`src/rtl/softmax_pkg.sv`:
```
// softmax_pkg
// Shared definitions for the softmax division sequencer:
//   DATA_W / DEN_W   : exponent/probability width and divisor width
//   sched_state_t    : sequencer states LOAD -> SCALE -> DIV -> LOAD
//   prob_t           : unsigned 0.8 fixed-point probability
//   apply_overrides  : corner-case fix-up of the raw divider quotient
package softmax_pkg;

  localparam int DATA_W = 8;
  localparam int DEN_W  = 9;

  typedef enum logic [1:0] {
    LOAD  = 2'd0,
    SCALE = 2'd1,
    DIV   = 2'd2
  } sched_state_t;

  typedef logic [DATA_W-1:0] prob_t;

  // The raw divider result is only meaningful for num < den. A zero sum
  // gives probability 0, and a numerator equal to the (nonzero) scaled sum
  // saturates to the largest representable fraction.
  function automatic prob_t apply_overrides(input logic [DATA_W-1:0] num,
                                            input logic [DEN_W-1:0]  den,
                                            input prob_t             qh);
    prob_t q;
    if (den == {DEN_W{1'b0}}) begin
      q = 8'h00;
    end else if ({1'b0, num} == den) begin
      q = 8'hFF;
    end else begin
      q = qh;
    end
    return q;
  endfunction

endpackage

```
`src/rtl/softmax_div_sched_array_divider.sv`:
```
// array_divider
// Combinational restoring array divider producing the 8 fractional quotient
// bits of x/y, i.e. floor(256*x/y). The result is valid for x < y only; the
// sequencer overrides the x >= y and y == 0 cases.
// Ports:
//   x_i  : numerator, DATA_W bits
//   y_i  : divisor, DEN_W bits
//   qh_o : fractional quotient (0.8 fixed point)
module array_divider
  import softmax_pkg::*;
(
  input  logic [DATA_W-1:0] x_i,
  input  logic [DEN_W-1:0]  y_i,
  output prob_t             qh_o
);

  // One compare/subtract row per quotient bit, MSB first. With x < y the
  // partial remainder stays below y, so doubling it needs only one extra bit.
  always_comb begin
    logic [DEN_W-1:0] rem;
    logic [DEN_W:0]   trial;
    qh_o  = 8'h00;
    rem   = {1'b0, x_i};
    trial = {(DEN_W+1){1'b0}};
    for (int i = DATA_W - 1; i >= 0; i--) begin
      trial = {rem, 1'b0};
      if (trial >= {1'b0, y_i}) begin
        qh_o[i] = 1'b1;
        rem     = DEN_W'(trial - {1'b0, y_i});
      end else begin
        qh_o[i] = 1'b0;
        rem     = trial[DEN_W-1:0];
      end
    end
  end

endmodule

```
`src/rtl/softmax_div_sched.sv`:
```
// softmax_div_sched
// Softmax normalisation sequencer. Collects N exponent values, sums them,
// right-shifts sum and numerators so the sum fits a 9-bit divisor, then
// streams every element through one shared array_divider as 0.8 fixed-point
// probabilities.
// Parameters:
//   N     : elements per vector, power of two, 2..64
//   SUM_W : accumulator width (derived)
// Ports:
//   clk, rst             : clock, synchronous active-high reset
//   in_valid/in_ready    : exponent input handshake (ready only in LOAD)
//   in_data              : unsigned exponent value
//   out_valid/out_ready  : probability output handshake
//   out_data             : probability, unsigned 0.8 fixed point
//   out_last             : marks element N-1 (only with SOFTMAX_SCHED_LAST_EN)
// Build option: define SOFTMAX_SCHED_LAST_EN to add the out_last port.
module softmax_div_sched
  import softmax_pkg::*;
#(
  parameter  int N     = 4,
  localparam int SUM_W = DATA_W + $clog2(N)
) (
  input  logic              clk,
  input  logic              rst,
  input  logic              in_valid,
  output logic              in_ready,
  input  logic [DATA_W-1:0] in_data,
  output logic              out_valid,
  input  logic              out_ready,
  output prob_t             out_data
`ifdef SOFTMAX_SCHED_LAST_EN
  ,
  output logic              out_last
`endif
);

  localparam int IDX_W = $clog2(N);
  // rd_idx needs one extra bit so "all N elements issued" is representable.
  localparam int RD_W  = IDX_W + 1;
  localparam int K_W   = $clog2(SUM_W);

  sched_state_t      state_q, state_d;
  logic [SUM_W-1:0]  sum_q, sum_d;
  logic [IDX_W-1:0]  wr_idx_q, wr_idx_d;
  logic [RD_W-1:0]   rd_idx_q, rd_idx_d;
  logic [K_W-1:0]    k_q, k_d;
  logic [DEN_W-1:0]  den_q, den_d;
  logic              out_valid_q, out_valid_d;
  prob_t             out_data_q, out_data_d;
  logic              out_last_q, out_last_d;

  logic [DATA_W-1:0] buf_q [N];

  logic              in_ready_s;
  logic              wr_en_s;
  logic [SUM_W:0]    sum_ext_s;
  logic [K_W-1:0]    k_s;
  logic [DEN_W-1:0]  den_s;
  logic [IDX_W-1:0]  rd_ptr_s;
  logic [DATA_W-1:0] num_s;
  prob_t             qh_s;
  prob_t             q_s;
  logic              out_hs_s;
  logic              load_s;

  assign in_ready_s = (state_q == LOAD);
  assign wr_en_s    = in_ready_s & in_valid & ~rst;
  assign sum_ext_s  = {1'b0, sum_q};
  assign rd_ptr_s   = rd_idx_q[IDX_W-1:0];
  assign num_s      = DATA_W'(buf_q[rd_ptr_s] >> k_q);
  assign out_hs_s   = out_valid_q & out_ready;
  // Load the output register when it is empty or being drained, as long as
  // elements remain to be issued for this vector.
  assign load_s     = (state_q == DIV) && (rd_idx_q != RD_W'(N)) &&
                      (!out_valid_q || out_ready);

  // Smallest shift k with (sum >> k) < 512: one past the largest shift that
  // still leaves the sum at or above 512.
  always_comb begin
    k_s = {K_W{1'b0}};
    for (int j = 0; j < SUM_W; j++) begin
      if ((sum_ext_s >> j) >= (SUM_W+1)'(512)) begin
        k_s = K_W'(j + 1);
      end else begin
        k_s = k_s;
      end
    end
  end

  assign den_s = DEN_W'(sum_q >> k_s);

  array_divider u_div (
    .x_i  (num_s),
    .y_i  (den_q),
    .qh_o (qh_s)
  );

  assign q_s = apply_overrides(num_s, den_q, qh_s);

  // Next-state and datapath control for the LOAD/SCALE/DIV sequence.
  always_comb begin
    state_d     = state_q;
    sum_d       = sum_q;
    wr_idx_d    = wr_idx_q;
    rd_idx_d    = rd_idx_q;
    k_d         = k_q;
    den_d       = den_q;
    out_valid_d = out_valid_q;
    out_data_d  = out_data_q;
    out_last_d  = out_last_q;
    case (state_q)
      LOAD: begin
        if (in_valid) begin
          sum_d    = sum_q + SUM_W'(in_data);
          wr_idx_d = wr_idx_q + IDX_W'(1);
          if (wr_idx_q == IDX_W'(N - 1)) begin
            state_d = SCALE;
          end else begin
            state_d = LOAD;
          end
        end else begin
          state_d = LOAD;
        end
      end
      SCALE: begin
        k_d     = k_s;
        den_d   = den_s;
        state_d = DIV;
      end
      DIV: begin
        if (load_s) begin
          out_valid_d = 1'b1;
          out_data_d  = q_s;
          out_last_d  = (rd_idx_q == RD_W'(N - 1));
          rd_idx_d    = rd_idx_q + RD_W'(1);
        end else if (out_hs_s) begin
          out_valid_d = 1'b0;
        end else begin
          out_valid_d = out_valid_q;
        end
        // The final element drains without a refill, so the output register
        // is already being emptied above when the vector completes here.
        if (out_hs_s && out_last_q) begin
          state_d    = LOAD;
          sum_d      = {SUM_W{1'b0}};
          wr_idx_d   = {IDX_W{1'b0}};
          rd_idx_d   = {RD_W{1'b0}};
          out_last_d = 1'b0;
        end else begin
          state_d = DIV;
        end
      end
      default: begin
        state_d = LOAD;
      end
    endcase
  end

  // Sequencer state, accumulator, indices, scale factors and output register.
  always_ff @(posedge clk) begin
    if (rst) begin
      state_q     <= LOAD;
      sum_q       <= {SUM_W{1'b0}};
      wr_idx_q    <= {IDX_W{1'b0}};
      rd_idx_q    <= {RD_W{1'b0}};
      k_q         <= {K_W{1'b0}};
      den_q       <= {DEN_W{1'b0}};
      out_valid_q <= 1'b0;
      out_data_q  <= 8'h00;
      out_last_q  <= 1'b0;
    end else begin
      state_q     <= state_d;
      sum_q       <= sum_d;
      wr_idx_q    <= wr_idx_d;
      rd_idx_q    <= rd_idx_d;
      k_q         <= k_d;
      den_q       <= den_d;
      out_valid_q <= out_valid_d;
      out_data_q  <= out_data_d;
      out_last_q  <= out_last_d;
    end
  end

  // Element buffer; contents survive reset and are simply overwritten.
  always_ff @(posedge clk) begin
    if (wr_en_s) begin
      buf_q[wr_idx_q] <= in_data;
    end
  end

  assign in_ready  = in_ready_s;
  assign out_valid = out_valid_q;
  assign out_data  = out_data_q;
`ifdef SOFTMAX_SCHED_LAST_EN
  assign out_last  = out_last_q;
`endif

endmodule

```
`config.mk`:
```
export PLATFORM = sky130hd
export DESIGN_NAME = softmax_div_sched
export DESIGN_NICKNAME = d
export VERILOG_FILES = /design/src/rtl/softmax_pkg.sv /design/src/rtl/softmax_div_sched_array_divider.sv /design/src/rtl/softmax_div_sched.sv
export SDC_FILE = /design/constraint.sdc
export NUM_CORES = 1
export LEC_CHECK = 0
export BUFFER_PORTS_ARGS = -buffer_cell sky130_fd_sc_hd__buf_2
export CORE_UTILIZATION = 35
export CTS_CLUSTER_DIAMETER = 200
export DETAILED_ROUTE_END_ITERATION = 12
export GPL_TIMING_DRIVEN = 0
export SYNTH_ARGS = -nofsm -noshare
export SYNTH_HDL_FRONTEND = slang
export SYNTH_SLANG_ARGS = --single-unit
```
`constraint.sdc`:
```
create_clock -name clk -period 17.1 [get_ports clk]
set_input_delay 0 -clock clk [delete_from_list [all_inputs] [get_ports clk]]
set_output_delay 0 -clock clk [all_outputs]
set_load 0.01 [all_outputs]
```
==> results.md <==
* RD Place Congestion at between 0.8 and 0.9
* DRT Wirelength at roughly 18,000 um
* Worst path max stage delay at ~0.56 ns
* Most frequent cells in the layout: 66 x nor2_1, 66 x ha_1, 45 x a21oi_1
* Seq cells post-synth at ~70
* WP data required at roughly 17 ns
* DRT Pass-1 Iters at 4
* Num rows at 50
* Reg2reg setup slack at roughly 0.66 ns
* CP max stage cell: mux4_2
* Routed Antenna Nets at 0
* First-pass GRT wire length at 28,740 um
* Largest net degree at the start of global routing at 12
* Initial core utilization at 0.3608
* Htree depth at 3
* Asr flop ratio synth at 0
* Ports at 22
* EDFF count, synth at 32
* Synthesized area at ~6800 um2
* Mean Syn Cell Area at just under 9 um2
* Hold Crit Endpoint: sum_q[9]
* Worst Path Arrival at 16.65 ns
* DRC at 0
* GRT Residual Overflow at 0
* Final Setup Violations at 0
* Cell area after layout at 8243 um2
* Top_reg_cell synth: dfxtp_1
* Max_slew headroom at 0.4787
* Synth Warn # at 0
* HP Class: input pin to flip-flop
* Critical path peak fanout at 10
* Part of the Yosys area used for sequential elements at 0.2555
* Die area at ~20,000 um2
* R2R Path End: out_data[0]
* CTS Sinks at between 70 and 80
* TNS Setup at 0 ns
* TritonCTS clock tree: built
* Wire per inst at approximately 16 um
* Slew @ Worst Pin at 0.7783 ns
* Net count of the mapped netlist at around 860
* Hpwl dp at 13,100 um
* Clock Latency Late Sink at roughly 0.32 ns
* Tcrit/Tclk final at 0.9615
* Post-layout min period at approximately 16 ns
* Avg Vias per Cell at 5.431
* Vias in the first global route at roughly 5,700
* Core area at approximately 19,000 um2
* Fill count at around 1,900
* CTS Root Cell: clkbuf_16
* DR vias at 5,920
* Initial antenna violation count at 0
* Peak Freq at just over 60 MHz
* Clk_skew at approximately 0.0055 ns
* Min-delay src: rst
* Number of max-cap violations at 0
* Final Hold Vio Count at 0
* GRT Resource Usage Total at 0.1793
* Final Max Tran Viols at 0
* Reg2Reg Depth at 72
* Post-Syn Instances at between 700 and 800
* Iteration-0 DRC Markers at 312
* Port-buffer cells at 20
* Status: complete, no violations
* Startpoint types: flip-flop
* # diodes at 0
* Hold path cells at 2
* P&R area growth vs syn at 20.93%
* Post-DP Area at slightly above 7000 um2
* Global routing's busiest layer: met2
* Layout cells sized above 1 at 0.2072
* Placed Cells at 1,044
* Worst-path clk slew at approximately 0.050 ns
* GRT met3 Usage at 0.01890
* Number of buffers created by CTS at 9
* DIE HEIGHT at around 140 um
* WS Path Type: flip-flop to flip-flop
* Final net count at 918
* Critical Path End Type: flip-flop
* Worst Slack Setup Final at between 0.6 and 0.7 ns
* Place WS at -1.736 ns
* Layout Cells excl Fill at 1,090
* Yosys cell types at 82
* M2 GR Usage at 0.3083
* Die width at ~140 um
* Clock buffer depth at 2
* Met1 Resource Use GR at 0.2403
## sequential cells by signal (all words and copies together) (netlist names), named ones only
signal,cells
buf_q,32
den_q,9
k_q,1
out_data,8
out_last_q,1
out_valid,1
rd_idx_q,3
state_q,2
sum_q,10
wr_idx_q,2
## stage by stage
step	utilization	hold WS, ns
5_1_grt	0.4363	0.1562
6_report	0.4363	0.1415
2_1_floorplan	-	0.09887
3_5_place_dp	0.3833	0.2623
4_1_cts	0.4139	0.1416
3_3_place_gp	0.3833	0.2641
## per-layer routing
metal / share of wire / routed length [um] / vias to the layer above
li1: - / - / 2973
met1: 0.48 / 8572 / 2815
met2: 0.48 / 8591 / 111
met3: 0.028 / 497 / 21
met4: 0.015 / 263 / 0
met5: 0 / 0 / -
## synthesized netlist by cell type (5+ instances only)
cell       n  area share
clkbuf_1  12      0.0066
o31ai_1    9      0.0099
o21a_1    17       0.019
nor2_1    71       0.039
a211oi_1  13       0.014
nand3_1   10      0.0073
edfxtp_1  32        0.14
nor3_1    20       0.015
and3_1     5      0.0046
or3_1      5      0.0046
a21oi_1   49       0.036
mux4_2     8       0.026
xnor2_1   31       0.040
dfxtp_1   39        0.11
nand2_1   44       0.024
a21o_1    18       0.020
nand4_1    5      0.0046
mux2_2    21       0.035
and2_1    16       0.015
a22o_1     5      0.0064
a22oi_1    9      0.0099
nand2b_1  13       0.012
a21boi_0   6      0.0066
nor2b_1   17       0.016
o21bai_1   6      0.0066
ha_1      79        0.15
o211ai_1   5      0.0055
xor2_1    17       0.022
inv_1     35       0.019
buf_2      5      0.0037
mux2i_1   16       0.023
o21ai_0   40       0.029
## layout make-up
class / instances / area (um2) / area share
timing repair buffer: 53 / 370.4 / 0.04493
multi-input combinational: 631 / 5264 / 0.6386
buffer: 22 / 121.4 / 0.01472
clock buffer: 11 / 232.7 / 0.02823
clock inverter: 5 / 48.80 / 0.005920
sequential: 71 / 1742 / 0.2113
tap: 260 / 325.3 / 0.03947
inverter: 37 / 138.9 / 0.01685
## worst max-delay path, delay by kind of cell (launching register included)
family                   cells  cell delay [ns]
AO/OA/AOI/OAI               36             7.54
AND/OR/NAND/NOR             16             2.92
adder cells (fa/ha/maj)      8             2.33
multiplexers                 6             2.17
buffers and inverters        6             1.01
flip-flops                   1             0.35
## worst max-delay path by stage
stage / start / endpoint / slack [ns] / cells past startpoint
floorplan: flip-flop / out_data[0] / 0.90 / 71
global placement: flip-flop / out_data[0] / -1.79 / 73
detailed placement: flip-flop / out_data[0] / -1.74 / 72
CTS: flip-flop / out_data[0] / 0.01 / 72
global route: flip-flop / out_data[0] / -0.10 / 73
finish: flip-flop / out_data[0] / 0.66 / 72
## logic make-up after synthesis
kind of cell | after synthesis | synth area share
compound gates | 222 | 0.2269
xor+xnor | 48 | 0.06167
fa+ha+maj | 81 | 0.1509
buf+inv | 62 | 0.03854
flops | 71 | 0.2555
mux | 53 | 0.09985
simple gates | 227 | 0.1667
## timing repair
item / CTS / global route
setup endpoints to repair: 1 / 1
hold endpoints to repair: 33 / 0
pin swaps: 6 / 18
gates resized for setup: 26 / 68
buffers inserted: 12 / 12
hold buffers: 9 / 0
Power is not shown: default switching activity piles up to over one toggle a cycle in this logic, so the estimate is an artifact.
